<file path="config.mk">
export PLATFORM = sky130hd
export DESIGN_NAME = logic_unit_pipe_flat
export DESIGN_NICKNAME = d
export VERILOG_FILES = /design/src/rtl/logic_unit_pkg.sv /design/src/rtl/logic_unit_pipe_if.sv /design/src/rtl/logic_unit_stage.sv /design/src/rtl/logic_unit_pipe.sv /design/src/flat_wrapper.sv
export SDC_FILE = /design/constraint.sdc
export NUM_CORES = 1
export LEC_CHECK = 0
export ABC_AREA = 1
export BUFFER_PORTS_ARGS = -buffer_cell sky130_fd_sc_hd__buf_2
export CORE_MARGIN = 2
export CORE_UTILIZATION = 41
export CTS_CLUSTER_DIAMETER = 50
export DETAILED_ROUTE_END_ITERATION = 12
export PLACE_DENSITY = 0.7
export SLEW_MARGIN = 5
export SYNTH_ARGS = -nofsm -noshare
export SYNTH_HDL_FRONTEND = slang
export SYNTH_SLANG_ARGS = --single-unit
</file>
<file path="constraint.sdc">
create_clock -name clk -period 1.6 [get_ports clk]
set_input_delay 0.32 -clock clk [delete_from_list [all_inputs] [get_ports clk]]
set_output_delay 0.32 -clock clk [all_outputs]
set_load 0.01 [all_outputs]
</file>
<file path="src/rtl/logic_unit_pkg.sv">
// Shared opcode encoding for the registered bitwise logic pipeline.
// Latency: n/a (types only).  Backpressure: n/a.
package logic_unit_pkg;

   localparam int OP_W = 3;

   typedef enum logic [OP_W-1:0] {
      OP_AND    = 3'd0,
      OP_OR     = 3'd1,
      OP_NOT_A  = 3'd2,
      OP_NAND   = 3'd3,
      OP_NOR    = 3'd4,
      OP_XOR    = 3'd5,
      OP_XNOR   = 3'd6,
      OP_PASS_B = 3'd7
   } op_e;

endpackage

</file>
<file path="src/rtl/logic_unit_pipe_if.sv">
// Operand/result bus of the logic pipeline: valid/ready on both the operand and result sides.
// Latency: n/a (wires only).  Backpressure: in_ready/out_ready carry the stall.
interface logic_unit_pipe_if
   import logic_unit_pkg::*;
#(
   parameter int WIDTH = 8
);
   logic              in_valid;
   logic              in_ready;
   logic [WIDTH-1:0]  a;
   logic [WIDTH-1:0]  b;
   logic [OP_W-1:0]   op;
   logic              out_valid;
   logic              out_ready;
   logic [WIDTH-1:0]  y;
   logic              zero;
   logic              parity;

   modport master (
      output in_valid, a, b, op, out_ready,
      input  in_ready, out_valid, y, zero, parity
   );

   modport slave (
      input  in_valid, a, b, op, out_ready,
      output in_ready, out_valid, y, zero, parity
   );
endinterface

</file>
<file path="src/rtl/logic_unit_stage.sv">
// One valid/ready register slice carrying an opaque payload.
// Latency: 1 cycle.  Backpressure: accepts when empty or when downstream takes the held beat.
module logic_unit_stage #(
   parameter int PW = 10
) (
   input  logic          clk,
   input  logic          rst_n,
   input  logic          up_vld,
   output logic          up_rdy,
   input  logic [PW-1:0] up_dat,
   output logic          dn_vld,
   input  logic          dn_rdy,
   output logic [PW-1:0] dn_dat
);
   logic          vld_q, vld_d;
   logic [PW-1:0] dat_q, dat_d;

   // An empty slot always accepts, so bubbles collapse under a downstream stall.
   assign up_rdy = !vld_q || dn_rdy;

   always_comb begin
      vld_d = vld_q;
      dat_d = dat_q;
      if (up_rdy) begin
         vld_d = up_vld;
      end
      if (up_vld && up_rdy) begin
         dat_d = up_dat;
      end
   end

   always_ff @(posedge clk or negedge rst_n) begin
      if (!rst_n) begin
         vld_q <= 1'b0;
         dat_q <= '0;
      end else begin
         vld_q <= vld_d;
         dat_q <= dat_d;
      end
   end

   assign dn_vld = vld_q;
   assign dn_dat = dat_q;
endmodule

</file>
<file path="src/rtl/logic_unit_pipe.sv">
// Bitwise logic unit (8 functions) with zero/parity flags, followed by STAGES register slices.
// Latency: STAGES cycles.  Backpressure: full valid/ready, in_ready drops only when every stage is occupied.
module logic_unit_pipe
   import logic_unit_pkg::*;
#(
   parameter int WIDTH  = 8,
   parameter int STAGES = 2
) (
   input  logic            clk,
   input  logic            rst_n,
   logic_unit_pipe_if.slave bus
);
   localparam int PW = WIDTH + 2;

   typedef struct packed {
      logic [WIDTH-1:0] y;
      logic             zero;
      logic             parity;
   } res_t;

   function automatic logic [WIDTH-1:0] logic_eval(
      input logic [WIDTH-1:0] a,
      input logic [WIDTH-1:0] b,
      input op_e              op
   );
      logic [WIDTH-1:0] r;
      r = b;
      case (op)
         OP_AND:    r = a & b;
         OP_OR:     r = a | b;
         OP_NOT_A:  r = ~a;
         OP_NAND:   r = ~(a & b);
         OP_NOR:    r = ~(a | b);
         OP_XOR:    r = a ^ b;
         OP_XNOR:   r = ~(a ^ b);
         OP_PASS_B: r = b;
         default:   r = b;
      endcase
      return r;
   endfunction

   res_t res_in;

   // Flags are derived once here and then travel as plain payload.
   always_comb begin
      res_in        = '0;
      res_in.y      = logic_eval(bus.a, bus.b, op_e'(bus.op));
      res_in.zero   = ~|res_in.y;
      res_in.parity = ^res_in.y;
   end

   for (genvar k = 0; k < STAGES; k++) begin : g_stg
      logic vld_in, rdy_out, vld, rdy_in;
      res_t dat_in, dat;

      if (k == 0) begin : g_head
         assign vld_in = bus.in_valid;
         assign dat_in = res_in;
      end else begin : g_mid
         assign vld_in = g_stg[k-1].vld;
         assign dat_in = g_stg[k-1].dat;
      end

      if (k == STAGES - 1) begin : g_tail
         assign rdy_in = bus.out_ready;
      end else begin : g_link
         assign rdy_in = g_stg[k+1].rdy_out;
      end

      logic_unit_stage #(.PW(PW)) u_stage (
         .clk    (clk),
         .rst_n  (rst_n),
         .up_vld (vld_in),
         .up_rdy (rdy_out),
         .up_dat (dat_in),
         .dn_vld (vld),
         .dn_rdy (rdy_in),
         .dn_dat (dat)
      );
   end

   res_t res_out;

   assign res_out       = g_stg[STAGES-1].dat;
   assign bus.in_ready  = g_stg[0].rdy_out;
   assign bus.out_valid = g_stg[STAGES-1].vld;
   assign bus.y         = res_out.y;
   assign bus.zero      = res_out.zero;
   assign bus.parity    = res_out.parity;
endmodule

</file>
<file path="src/flat_wrapper.sv">
// flat-port wrapper written by rule: the top's interface ports become plain ports
module logic_unit_pipe_flat import logic_unit_pkg::*;
#(
   parameter int WIDTH  = 8,
   parameter int STAGES = 2
)
  (clk, rst_n, bus_in_valid, bus_a, bus_b, bus_op, bus_out_ready, bus_in_ready, bus_out_valid, bus_y, bus_zero, bus_parity);
  logic_unit_pipe_if #(.WIDTH(WIDTH)) bus_i ();
  input  logic clk;
  input  logic rst_n;
  input wire logic [$bits(bus_i.in_valid)-1:0] bus_in_valid;
  input wire logic [$bits(bus_i.a)-1:0] bus_a;
  input wire logic [$bits(bus_i.b)-1:0] bus_b;
  input wire logic [$bits(bus_i.op)-1:0] bus_op;
  input wire logic [$bits(bus_i.out_ready)-1:0] bus_out_ready;
  output wire logic [$bits(bus_i.in_ready)-1:0] bus_in_ready;
  output wire logic [$bits(bus_i.out_valid)-1:0] bus_out_valid;
  output wire logic [$bits(bus_i.y)-1:0] bus_y;
  output wire logic [$bits(bus_i.zero)-1:0] bus_zero;
  output wire logic [$bits(bus_i.parity)-1:0] bus_parity;
  assign bus_i.in_valid = bus_in_valid;
  assign bus_i.a = bus_a;
  assign bus_i.b = bus_b;
  assign bus_i.op = bus_op;
  assign bus_i.out_ready = bus_out_ready;
  assign bus_in_ready = bus_i.in_ready;
  assign bus_out_valid = bus_i.out_valid;
  assign bus_y = bus_i.y;
  assign bus_zero = bus_i.zero;
  assign bus_parity = bus_i.parity;
  logic_unit_pipe #(.WIDTH(WIDTH), .STAGES(STAGES)) u_core (.clk(clk), .rst_n(rst_n), .bus(bus_i));
endmodule
</file>
Yosys cells after proc, flatten, opt, wreduce, memory -nomap -nowiden

Cells that the tools add are included.

Register bits after elaboration: 22
Latch bits: 0
RAM bits: 0
ROM bits: 0
Input bits: 23
Memories kept: 0

Add/subtract/negate cells: 0
$mul: 0
Divide/modulo/power cells: 0
$lt $le $gt $ge: 0
Equality and inequality tests: 7
Shifts and indexed selects: 0
Mux-type cells: 1
Bitwise logic cells: 7
Reduce and logical (&&, ||, !) cells: 10

Operators by type and width:

| kind                 | count |
|---|---|
| $pmux W8 S8          | 1 |
| $not A8 Y8           | 4 |
| $eq A3 B3 Y1 const B | 4 |
| $and A8 B8 Y8        | 1 |
| $or A8 B8 Y8         | 1 |
| $reduce_or A8 Y1     | 1 |
| $reduce_xor A8 Y1    | 1 |
| $xor A8 B8 Y8        | 1 |
| $eq A3 B2 Y1 const B | 2 |
| $eq A3 B1 Y1 const B | 1 |
| $logic_not A1 Y1     | 3 |
| $logic_not A3 Y1     | 1 |
| $logic_and A1 B1 Y1  | 2 |
| $logic_or A1 B1 Y1   | 2 |

Longest topological paths before layout

Gate-level depths: netlist of run 1.

Depth in word-level cells: 5
Depth in mapped cells: 12
Mapped depth without buffers: 12

By module

Synthesis of run 1 repeated with hierarchy kept, for this count alone.

Cell total of the unflattened synthesis: 351
Area total of the unflattened synthesis: 2220.9 µm²

Modules (own cells, without submodules):

| module           | instances | cells each | area each (µm²) | seq. area each (µm²) |
|---|---|---|---|---|
| logic_unit_pipe  | 1         | 255        | 1310.0          | 0.0 |
| logic_unit_stage | 2         | 48         | 455.4           | 275.3 |

Least setup slack after synthesis of run 1

Ideal clock, no wire load.

Path kind: in2reg
From: input bus_op[0]
To: register u_core.g_stg[0].u_stage.dat_q[0]
Setup time: 129 ps
Arrival: 1725 ps
Slack: -254 ps
Cell stages on the path: 11
Path buffers: 1
Path through: buf_4 nor2_4 nand2_1 inv_2 nand2_1 nand3_1 inv_1 ha_1 xnor2_1 xnor2_1 o21ai_0

Word-level cells in the longest chain between the ends: 3
Elaborated cells between the ends (all ways): 10
Those cells by class: eq/ne: 7; mux: 1; reduce/logical: 2

Ends and longest elaborated chain:

| what                                 | line                   | source |
|---|---|---|
| start, declared                      | flat_wrapper.sv:14     | `input wire logic [$bits(bus_i.op)-1:0] bus_op;` |
| $eq A3 B3 Y1 (tied with other cells) | logic_unit_pipe.sv:28  | `case (op)` |
| $pmux W8 S8 *                        | logic_unit_pipe.sv:28  |  |
| $reduce_xor A8 Y1 *                  | logic_unit_pipe.sv:49  | `res_in.parity = ^res_in.y;` |
| end signal, assigned                 | logic_unit_stage.sv:38 | `dat_q <= dat_d;` |
| end, declared                        | logic_unit_stage.sv:16 | `logic [PW-1:0] dat_q, dat_d;` |

Every way passes the cells marked *; elsewhere a longest branch is shown, timed or not.
A chain may end at the register's enable or synchronous reset.

Final worst setup path of run 1

From: input bus_a[4]
To: register u_core.g_stg[0].u_stage.dat_q[0]

Word-level cells in the longest chain between the ends: 4
Elaborated cells between the ends (all ways): 9
Those cells by class: mux: 1; bitwise: 7; reduce/logical: 1

Ends and longest elaborated chain:

| what                                  | line                                                                | source |
|---|---|---|
| start, declared                       | flat_wrapper.sv:12                                                  | `input wire logic [$bits(bus_i.a)-1:0] bus_a;` |
| $xor A8 B8 Y8 (tied with other cells) | logic_unit_pipe.sv:34, logic_unit_pipe.sv:35                        |  |
| $not A8 Y8 (on tied branches)         | logic_unit_pipe.sv:35, logic_unit_pipe.sv:32, logic_unit_pipe.sv:33 |  |
| $pmux W8 S8 *                         | logic_unit_pipe.sv:28                                               |  |
| $reduce_xor A8 Y1 *                   | logic_unit_pipe.sv:49                                               |  |

Marks and branches as above.

==> impl_summary.txt, run 1 <==
----------------------------------------------------
[Global route]
  Overall overflow remaining after global route ... 0
  Global-route total usage across every layer ... 20.65%
  Number of antenna violations at the first check in global routing ... 0
  Largest net degree at the start of global routing ... 23
  First-pass GRT wire length ... 8.763 mm
  Vias in the first global route ... 2,120

[Die]
  Initial standard-cell utilization of the core ... 43.34%
  FP Rows ... 24
  Overall die width ... 72.31 µm
  Area of the die ... 5229 µm²
  Core Region ... 4414 µm²
  Overall die height ... 72.31 µm
  Number of top-level pins ... 35

[Detailed routing]
  Residual antenna-violating net count after detailed routing ... 0
  Drt first-iter violations ... 130
  Final wirelength ... 5.446 mm
  DRT Pass-1 Iters ... 5
  Total DRC errors in the routed layout ... 0
  Vias ... 2,181
  Wire length per cell after detailed routing ... 12.55 µm
  Drt via density ... 5.025

[Clock network]
  Number of sinks on the clock net ... 22
  Clk_lat worst skew ... 0.25 ns
  Inserted Clock Buffers ... 3
  CTS Root Buffer Type ... sky130_fd_sc_hd__clkbuf_8
  Hold-fix buffers at CTS ... 0
  Clock edge transition at the registers on the reported setup and hold paths ... 0.07 ns
  Number of levels in the clock H-tree ... 1
  Buffer depth of the longest clock path ... 2
  TritonCTS clock tree ... done

[Final layout]
  FILL cells ... 347
  Share of cells above drive strength 1 ... 48.95%
  Syn-to-layout area delta ... 61.54%
  Final cell utilization of the core ... 70.01%
  Number of diodes ... 0
  Final layout net count ... 427
  Final standard cell area without fillers ... 3090 µm²
  Most frequent cells in the layout ... sky130_fd_sc_hd__nand2_1, sky130_fd_sc_hd__buf_4, sky130_fd_sc_hd__nand3_1

[Logic synthesis]
  Mean instance size in the synthesized netlist ... 6.882 µm²
  Share of the yosys chip area belonging to registers ... 28.78%
  Unique cell type count in the Yosys netlist ... 17
  Number of standard cells after synthesis ... 278
  Number of storage elements in the synthesis netlist ... 22
  Number of nets in the synthesized netlist ... 321
  Combined area of all synthesized cells ... 1913 µm²
  Yosys warnings ... 0

[Worst setup path]
  WS Path Type ... input pin to register
  Endpoint type of the worst setup path ... register
  Required time at the worst-slack endpoint ... 1.74 ns
  Data arrival time of the critical path ... 1.83 ns
  Maximum net fanout on the critical path ... 2
  Sort of element at the start of the critical path ... input pin

[Flow run]
  Number of maximum-capacitance constraint violations ... 0

[Timing]
  RSZ-0062 raised after global routing ... yes
  Maximum achievable frequency ... 0.5936 GHz
  Clock period minus worst slack ... 1.685 ns
  Final setup violation count ... 1
  Final worst clock skew ... 0.0009696 ns
  Pin slew with the least headroom to its limit ... 0.4631 ns
  Final Worst Setup Slack ... -0.08466 ns
  Final hold violation count ... 0
  Final Max Slew Viols ... 0
  Total Negative Setup Slacks ... -0.08466 ns
  Relative slew slack ... 69.12%
  Ratio of final minimum period to clock period ... 105.3%

[Power]
  Static leakage power ... 1.697 nW
  Ratio of total power to cell area ... 707.5 nW/µm²
  Final Power ... 2.186 mW
  Max IR drop VDD ... 0.3208 mV

[Min path]
  Min-Delay Path Class ... input pin to asynchronous set/reset pin

[Outcome]
  Failing checks ... setup timing
  Run status ... complete, but fails checks

[Placement]
  Final Wtd Congestion ... 0.8755
  HPWL after detailed placement ... 3.540 mm
  Standard cell area after detailed placement ... 2556 µm²
  Quantity of I/O buffers inserted on ports ... 34

----------------------------------------------------
[worst paths after layout]
| check | cells past startpoint | endpoint | slack (ns) | from |
|---|---|---|---|---|
| worst max-delay path | 13 | u_core.g_stg[0].u_stage.dn_dat[0]$_DFFE_PN0P_ | -0.08 | bus_a[4] |
| worst min-delay path | 1 | u_core.g_stg[1].u_stage.dn_dat[5]$_DFFE_PN0P_ | 0.01 | rst_n |
| worst max register to register | 5 | u_core.g_stg[0].u_stage.dn_dat[8]$_DFFE_PN0P_ | 0.44 | u_core.g_stg[1].u_stage.dn_vld$_DFFE_PN0P_ |
| worst min register to register | 2 | u_core.g_stg[0].u_stage.dn_dat[3]$_DFFE_PN0P_ | 0.48 | u_core.g_stg[0].u_stage.dn_dat[3]$_DFFE_PN0P_ |
| max in group asynchronous | 1 | u_core.g_stg[1].u_stage.dn_dat[4]$_DFFE_PN0P_ | 1.27 | rst_n |
| min in group clk | 4 | u_core.g_stg[1].u_stage.dn_vld$_DFFE_PN0P_ | 0.34 | bus_out_ready |
[stage by stage]
step                hold WS, ns  std cells  worst slack [ns]
floorplan               0.02441        278           -0.1408
global placement         0.3017        413           -0.3873
detailed placement       0.3011        413           -0.4266
CTS                     0.02507        434          -0.03593
global route            0.05533        434           -0.1824
finish                  0.01197        434          -0.08466
[worst max-delay path, cell delays in order]
cell and delay [ns]:
sky130_fd_sc_hd__buf_2 0.11, sky130_fd_sc_hd__inv_2 0.06, sky130_fd_sc_hd__ha_4 0.26, sky130_fd_sc_hd__inv_1 0.03, sky130_fd_sc_hd__nand4_1 0.06, sky130_fd_sc_hd__nand2_1 0.06, sky130_fd_sc_hd__nor2_1 0.12, sky130_fd_sc_hd__nand3_1 0.13
sky130_fd_sc_hd__inv_2 0.09, sky130_fd_sc_hd__ha_4 0.20, sky130_fd_sc_hd__xnor2_2 0.16, sky130_fd_sc_hd__xnor2_1 0.14, sky130_fd_sc_hd__o21ai_1 0.08
[synthesized netlist by cell type (all sizes together)]
library cell | instances | area share [%]
dfrtp | 22 | 29
xnor2 | 3 | 1.4
mux2 | 10 | 5.9
buf | 8 | 2.5
nor2 | 23 | 5.8
nand4 | 17 | 5.6
clkbuf | 2 | 0.39
inv | 50 | 9.8
nand3 | 38 | 9.9
nand2 | 82 | 16
ha | 20 | 13
o21ai | 3 | 0.78
[area by class of cell]
type | instances | area, µm² | share of cell area [%]
multi-input cells | 196 | 1360 | 44.01
repair buffers | 111 | 870.8 | 28.18
flip-flops and latches | 22 | 550.5 | 17.81
inverters | 50 | 202.7 | 6.559
well taps | 52 | 65.06 | 2.105
clock buffers | 3 | 41.29 | 1.336
[cells by family (layout without fill, tap and decap cells)]
group	Yosys count	count (layout)	share of synthesized area, %
flip-flops	22	22	28.78
multiplexers	10	10	5.886
AND/OR/NAND/NOR	160	160	37.41
buffers and inverters	60	164	12.69
XOR/XNOR	3	3	1.374
AO/OA/AOI/OAI	3	3	0.7846
adder cells (fa/ha/maj)	20	20	13.08
[timing repair]
| item | CTS | global route |
|---|---|---|
| resized for setup | 33 | 46 |
| buffers inserted | 18 | 3 |
| pin swaps | 23 | 33 |
| setup endpoints to repair | 1 | 4 |
[report_power, final]
group	total, mW	switching (mW)	internal, mW
registers	0.777	0.0695	0.707
logic	1.09	0.502	0.585
clock network	0.322	0.155	0.167
total	2.19	0.727	1.46
[layer usage]
metal	routed length, µm	track usage [%]	part of all wire, %
met4	166	12.37	3.0
met5	0	0	0
met1	2189	24.20	40
met2	2797	36.39	51
met3	292	1.806	5.4
[sequential cells by signal (all words and copies together), names as in the netlist]
signal                       flops
u_core.g_stg.u_stage.dn_vld      2
u_core.g_stg.u_stage.dn_dat     20
(Power assumes the default switching activity.)
==> run 2: changes to the inputs <==
--- a/config.mk
+++ b/config.mk
@@ -11,6 +11,7 @@
 export CORE_UTILIZATION = 41
 export CTS_CLUSTER_DIAMETER = 50
 export DETAILED_ROUTE_END_ITERATION = 12
+export GPL_TIMING_DRIVEN = 0
 export PLACE_DENSITY = 0.7
 export SLEW_MARGIN = 5
 export SYNTH_ARGS = -nofsm -noshare
==> run 2 against run 1 <==
Net effect:
- global-route usage is 1.2 points lower
- the flow still finishes with violations (setup timing)
- sequential power hardly changed
- clock power hardly changed
- setup slack better by 0.040 ns
- critical endpoint unchanged
==> impl_summary.txt, run 2 (synthesized netlist as in run 1, its figures left out) <==
----------------------------------------------------
[Final layout]
  Final cell utilization of the core ... 61.22%
  Syn-to-layout area delta ... 41.27%
  Share of cells above drive strength 1 ... 39.29%
  Most frequent cells in the layout ... sky130_fd_sc_hd__nand2_1, sky130_fd_sc_hd__nand3_1, sky130_fd_sc_hd__inv_1
  Non-filler cells in the finished layout ... 388
  FILL cells ... 392
  Number of diodes ... 0
  Commonest non-fill, non-tap cell in the layout ... sky130_fd_sc_hd__nand2_1
  Number of flip-flops in the largest register ... 20
  Final layout net count ... 381

[Timing]
  RSZ-0062 raised after global routing ... yes
  Total Negative Setup Slacks ... -0.04486 ns
  Ratio of final minimum period to clock period ... 102.8%
  Final worst clock skew ... 0.002108 ns
  Worst slack on hold paths ... 0.01762 ns
  Relative slew slack ... 68.68%
  Pin slew with the least headroom to its limit ... 0.4698 ns
  Final setup violation count ... 1
  Clock period minus worst slack ... 1.645 ns
  Final Max Slew Viols ... 0
  Final hold violation count ... 0
  Maximum achievable frequency ... 0.6080 GHz
  Final Worst Setup Slack ... -0.04486 ns

[Detailed routing]
  Final wirelength ... 4.984 mm
  Wire length per cell after detailed routing ... 12.85 µm
  Total DRC errors in the routed layout ... 0
  Residual antenna-violating net count after detailed routing ... 0
  Vias ... 1,969
  Drt via density ... 5.075
  DRT Pass-1 Iters ... 4
  Drt first-iter violations ... 97

[Clock network]
  Inserted Clock Buffers ... 3
  Clk_lat worst skew ... 0.25 ns
  TritonCTS clock tree ... done
  Hold-fix buffers at CTS ... 0
  Clock edge transition at the registers on the reported setup and hold paths ... 0.07 ns
  Number of levels in the clock H-tree ... 1
  CTS Root Buffer Type ... sky130_fd_sc_hd__clkbuf_8
  Number of sinks on the clock net ... 22
  Buffer depth of the longest clock path ... 2

[Outcome]
  Run status ... complete, but fails checks
  Failing checks ... setup timing

[Die]
  Overall die width ... 72.31 µm
  Area of the die ... 5229 µm²
  Core Region ... 4414 µm²
  Overall die height ... 72.31 µm
  Initial standard-cell utilization of the core ... 43.34%
  Number of top-level pins ... 35
  FP Rows ... 24

[Worst setup path]
  Crit path cell chain ... buf_12 -> buf_8 -> nor2_4 -> buf_6 -> nand3_2 -> nand2_1 -> nor2_2 -> nand3_2 -> inv_2 -> ha_4 -> xnor2_2 -> xnor2_1 -> o21ai_1
  Depth of the worst register-to-register path ... 5
  Endpoint type of the worst setup path ... register
  Slowest stage cell on the critical path ... sky130_fd_sc_hd__ha_4
  Cell depth of the worst setup path ... 13
  Termination of the worst setup path ... u_core.g_stg[0].u_stage.dn_dat[0]$_DFFE_PN0P_
  Cell type with the highest occurrence count on the critical path ... sky130_fd_sc_hd__nand3_2
  Largest incremental delay on the critical path ... 0.24 ns
  Buf/Inv on CP ... 4
  WS Path Type ... input pin to register
  Reg2reg end ... u_core.g_stg[0].u_stage.dn_dat[9]$_DFFE_PN0P_
  Register-to-Register Setup Slack ... 0.31 ns
  Reg-to-reg startpoint ... u_core.g_stg[1].u_stage.dn_vld$_DFFE_PN0P_
  Data arrival time of the critical path ... 1.78 ns
  Maximum net fanout on the critical path ... 7
  Required time at the worst-slack endpoint ... 1.74 ns
  Family of cells with the greatest summed delay on the critical path ... buffers and inverters
  Sort of element at the start of the critical path ... input pin
  Launch point of the worst path ... bus_op[1]

[Global route]
  Global-route total usage across every layer ... 19.49%
  Overall overflow remaining after global route ... 0
  Largest net degree at the start of global routing ... 23
  First-pass GRT wire length ... 8.307 mm
  Number of antenna violations at the first check in global routing ... 0
  Vias in the first global route ... 1,893

[Power]
  Ratio of total power to cell area ... 757.7 nW/µm²
  Static leakage power ... 1.482 nW
  Final Power ... 2.048 mW
  Max IR drop VDD ... 0.3324 mV

[Min path]
  Min-Delay Path Class ... input pin to asynchronous set/reset pin

[Flow run]
  Number of maximum-capacitance constraint violations ... 0

[Placement]
  Quantity of I/O buffers inserted on ports ... 33
  HPWL after detailed placement ... 3.326 mm
  Placed instance count ... 363
  Final Wtd Congestion ... 0.8946

----------------------------------------------------
==> run 2: changes by cell type in the layout (fill, tap and decap cells not counted), sizes merged <==
cell	change
buf	-48
clkbuf	+2
==> run 2: per-layer routing <==
metal	vias up	routed length (µm)	GRT usage, %
met4	0	76	5.870
met1	901	2252	25.97
li1	999	-	-
met5	-	0	0
met2	59	2447	33.94
met3	10	207	1.111
==> run 2: metrics by stage <==
stage                     area, µm²  setup WS (ns)
after floorplan                1937        -0.1408
after global placement         2167        -0.4938
after detailed placement       2167        -0.5349
after CTS                      2512       -0.07011
after global routing           2703        -0.1495
final                          2703       -0.04486
==> run 2: repair_timing <==
action | in CTS | in global routing
setup buffers | 19 | 2
gates cloned | 1 | 0
pin swaps | 20 | 14
resized for setup | 37 | 39
setup endpoints to repair | 1 | 2
==> run 2: worst min-delay path by stage <==
| stage | startpoint | slack [ns] | end |
|---|---|---|---|
| 2_1_floorplan | rst_n | 0.02 | u_core.g_stg[0].u_stage.dn_dat[0]$_DFFE_PN0P_ |
| 3_3_place_gp | rst_n | 0.30 | u_core.g_stg[1].u_stage.dn_dat[3]$_DFFE_PN0P_ |
| 3_5_place_dp | rst_n | 0.30 | u_core.g_stg[1].u_stage.dn_dat[7]$_DFFE_PN0P_ |
| 4_1_cts | rst_n | 0.03 | u_core.g_stg[0].u_stage.dn_dat[2]$_DFFE_PN0P_ |
| 5_1_grt | rst_n | 0.05 | u_core.g_stg[1].u_stage.dn_dat[6]$_DFFE_PN0P_ |
| 6_report | rst_n | 0.02 | u_core.g_stg[0].u_stage.dn_dat[2]$_DFFE_PN0P_ |
==> run 2: power by group <==
group / internal (mW) / total, mW / switching [mW]
Combinational: 0.474 / 0.949 / 0.475
Clock: 0.167 / 0.319 / 0.152
Sequential: 0.707 / 0.779 / 0.0719
Total: 1.35 / 2.05 / 0.699
==> run 2: final cells by class <==
type | instances | area [µm²] | area share, %
tap | 52 | 65.06 | 2.407
inverter | 50 | 202.7 | 7.500
sequential | 22 | 550.5 | 20.37
multi-input combinational | 196 | 1345 | 49.77
clock buffer | 3 | 41.29 | 1.528
timing repair buffer | 55 | 392.9 | 14.54
buffer | 10 | 105.1 | 3.889
==> run 3: changes to the inputs <==
--- a/config.mk
+++ b/config.mk
@@ -8,12 +8,14 @@
 export ABC_AREA = 1
 export BUFFER_PORTS_ARGS = -buffer_cell sky130_fd_sc_hd__buf_2
 export CORE_MARGIN = 2
-export CORE_UTILIZATION = 41
+export CORE_UTILIZATION = 30
 export CTS_CLUSTER_DIAMETER = 50
 export DETAILED_ROUTE_END_ITERATION = 12
 export GPL_TIMING_DRIVEN = 0
-export PLACE_DENSITY = 0.7
+export MAX_ROUTING_LAYER = met4
+export PLACE_DENSITY = 0.56
 export SLEW_MARGIN = 5
 export SYNTH_ARGS = -nofsm -noshare
 export SYNTH_HDL_FRONTEND = slang
 export SYNTH_SLANG_ARGS = --single-unit
+export TNS_END_PERCENT = 20
==> run 3 against run 2 <==
Net effect:
- the run still ends with setup timing left
- sequential cell count stayed put
- first-iteration DRC count decreased by 34%
- wire length shrank 2.5%
- largest cell class unchanged
- largest power group unchanged
==> impl_summary.txt, run 3 (synthesized netlist as in run 1, its figures left out) <==
----------------------------------------------------
[Timing]
  Final hold violation count ... 0
  Final worst clock skew ... 0.004352 ns
  Final Max Slew Viols ... 0
  Maximum achievable frequency ... 0.5878 GHz
  Final setup violation count ... 2
  RSZ-0062 raised after global routing ... yes
  Final Worst Setup Slack ... -0.1014 ns
  Ratio of final minimum period to clock period ... 106.3%
  Pin slew with the least headroom to its limit ... 0.4776 ns
  Relative slew slack ... 68.16%
  Clock period minus worst slack ... 1.701 ns

[Die]
  FP Rows ... 29
  Overall die width ... 83.86 µm
  Area of the die ... 7032 µm²
  Core Region ... 6241 µm²
  Initial standard-cell utilization of the core ... 30.65%
  Number of top-level pins ... 35
  Overall die height ... 83.86 µm

[Power]
  Max IR drop VDD ... 0.5457 mV
  Ratio of total power to cell area ... 794.0 nW/µm²
  Static leakage power ... 1.473 nW
  Final Power ... 2.046 mW

[Placement]
  Final Wtd Congestion ... 0.8639
  HPWL after detailed placement ... 3.434 mm
  Quantity of I/O buffers inserted on ports ... 33
  Placed instance count ... 388

[Clock network]
  Clk_lat worst skew ... 0.26 ns
  Clock edge transition at the registers on the reported setup and hold paths ... 0.08 ns
  CTS Root Buffer Type ... sky130_fd_sc_hd__clkbuf_8
  Inserted Clock Buffers ... 3
  Number of levels in the clock H-tree ... 1
  TritonCTS clock tree ... done
  Buffer depth of the longest clock path ... 2
  Number of sinks on the clock net ... 22

[Detailed routing]
  Wire length per cell after detailed routing ... 11.65 µm
  Drt via density ... 4.614
  Vias ... 1,924
  Final wirelength ... 4.860 mm
  DRT Pass-1 Iters ... 4
  Total DRC errors in the routed layout ... 0
  Residual antenna-violating net count after detailed routing ... 0
  Drt first-iter violations ... 64

[Worst setup path]
  Required time at the worst-slack endpoint ... 1.75 ns
  WS Path Type ... input pin to register
  Data arrival time of the critical path ... 1.85 ns
  Crit path cell chain ... buf_2 -> inv_2 -> ha_1 -> inv_1 -> nand3_1 -> nand2_1 -> nor2_1 -> nand2_1 -> nand2_1 -> ha_1 -> xnor2_1 -> xnor2_1 -> o21ai_1
  Maximum net fanout on the critical path ... 2
  Cell type with the highest occurrence count on the critical path ... sky130_fd_sc_hd__nand2_1
  Largest incremental delay on the critical path ... 0.30 ns
  Slowest stage cell on the critical path ... sky130_fd_sc_hd__ha_1
  Endpoint type of the worst setup path ... register
  Sort of element at the start of the critical path ... input pin

[Global route]
  Largest net degree at the start of global routing ... 23
  First-pass GRT wire length ... 8.079 mm
  Number of antenna violations at the first check in global routing ... 0
  Overall overflow remaining after global route ... 0
  Global-route total usage across every layer ... 14.13%
  Vias in the first global route ... 1,738

[Final layout]
  Non-filler cells in the finished layout ... 417
  Number of flip-flops in the largest register ... 20
  Final layout net count ... 384
  Commonest non-fill, non-tap cell in the layout ... sky130_fd_sc_hd__nand2_1
  Syn-to-layout area delta ... 34.66%
  Number of diodes ... 0
  Most frequent cells in the layout ... sky130_fd_sc_hd__nand2_1, sky130_fd_sc_hd__inv_1, sky130_fd_sc_hd__nand3_1
  Share of cells above drive strength 1 ... 31.76%

[Min path]
  Min-Delay Path Class ... input pin to asynchronous set/reset pin

[Outcome]
  Run status ... complete, but fails checks
  Failing checks ... setup timing

[Flow run]
  Number of maximum-capacitance constraint violations ... 0

----------------------------------------------------
==> run 3: metrics by stage <==
step                      worst slack, ns  utilization [%]  instance area [µm²]  TNS [ns]  hold slack, ns
final                             -0.1014            41.28                 2576   -0.1477         0.01247
after global routing              -0.2190            41.28                 2576   -0.3952         0.04906
after CTS                        -0.09386            40.44                 2524   -0.1236         0.03483
after detailed placement          -0.5226            35.22                 2198   -0.6849          0.3146
after global placement            -0.5244            35.22                 2198   -0.6917          0.3049
after floorplan                   -0.1408                -                 1937   -0.1408         0.02441
==> run 3: worst paths after layout <==
check	from	to	slack, ns	cells past startpoint
max in group asynchronous	rst_n	u_core.g_stg[1].u_stage.dn_dat[7]$_DFFE_PN0P_	1.26	1
setup reg to reg	u_core.g_stg[1].u_stage.dn_vld$_DFFE_PN0P_	u_core.g_stg[0].u_stage.dn_dat[8]$_DFFE_PN0P_	0.29	5
min in group clk	bus_out_ready	u_core.g_stg[1].u_stage.dn_vld$_DFFE_PN0P_	0.33	4
hold reg to reg	u_core.g_stg[0].u_stage.dn_dat[3]$_DFFE_PN0P_	u_core.g_stg[0].u_stage.dn_dat[3]$_DFFE_PN0P_	0.48	2
setup / recovery	bus_a[7]	u_core.g_stg[0].u_stage.dn_dat[0]$_DFFE_PN0P_	-0.10	13
hold / removal	rst_n	u_core.g_stg[0].u_stage.dn_dat[0]$_DFFE_PN0P_	0.01	1
==> run 3: cell type report <==
cell class | count | area, µm²
fill | 669 | 3665
multi-input combinational | 196 | 1205
sequential | 22 | 550.5
timing repair buffer | 58 | 370.4
inverter | 50 | 197.7
buffer | 10 | 101.3
tap | 77 | 96.34
clock buffer | 4 | 55.05
==> run 3: critical path, delay by kind of cell <==
family | cells | cell delay (ns)
simple gates | 5 | 0.34
fa+ha+maj | 2 | 0.60
xor+xnor | 2 | 0.32
compound gates | 1 | 0.07
buf+inv | 3 | 0.20
==> run 3: per-layer routing <==
layer  up-vias  share of wire, %  global-route usage [%]
li1       1010                 -                       -
met1       858                46                   18.68
met2        50                48                   23.64
met3         6               4.8                   1.484
met4         0               1.2                   2.786
met5         -                 0                       -
==> run 3: report_power, final <==
| part | total, mW | switching [mW] | internal (mW) |
|---|---|---|---|
| clock network | 0.390 | 0.171 | 0.219 |
| logic | 0.876 | 0.440 | 0.436 |
| registers | 0.780 | 0.0733 | 0.707 |
==> run 3: repair_timing <==
action,4_1_cts,5_1_grt
gates resized for setup,27,8
pin swaps,22,9
buffers inserted,22,2
hold buffers,0,0
gates cloned,1,0
endpoints found under the hold margin,0,0
setup endpoints to repair,1,3
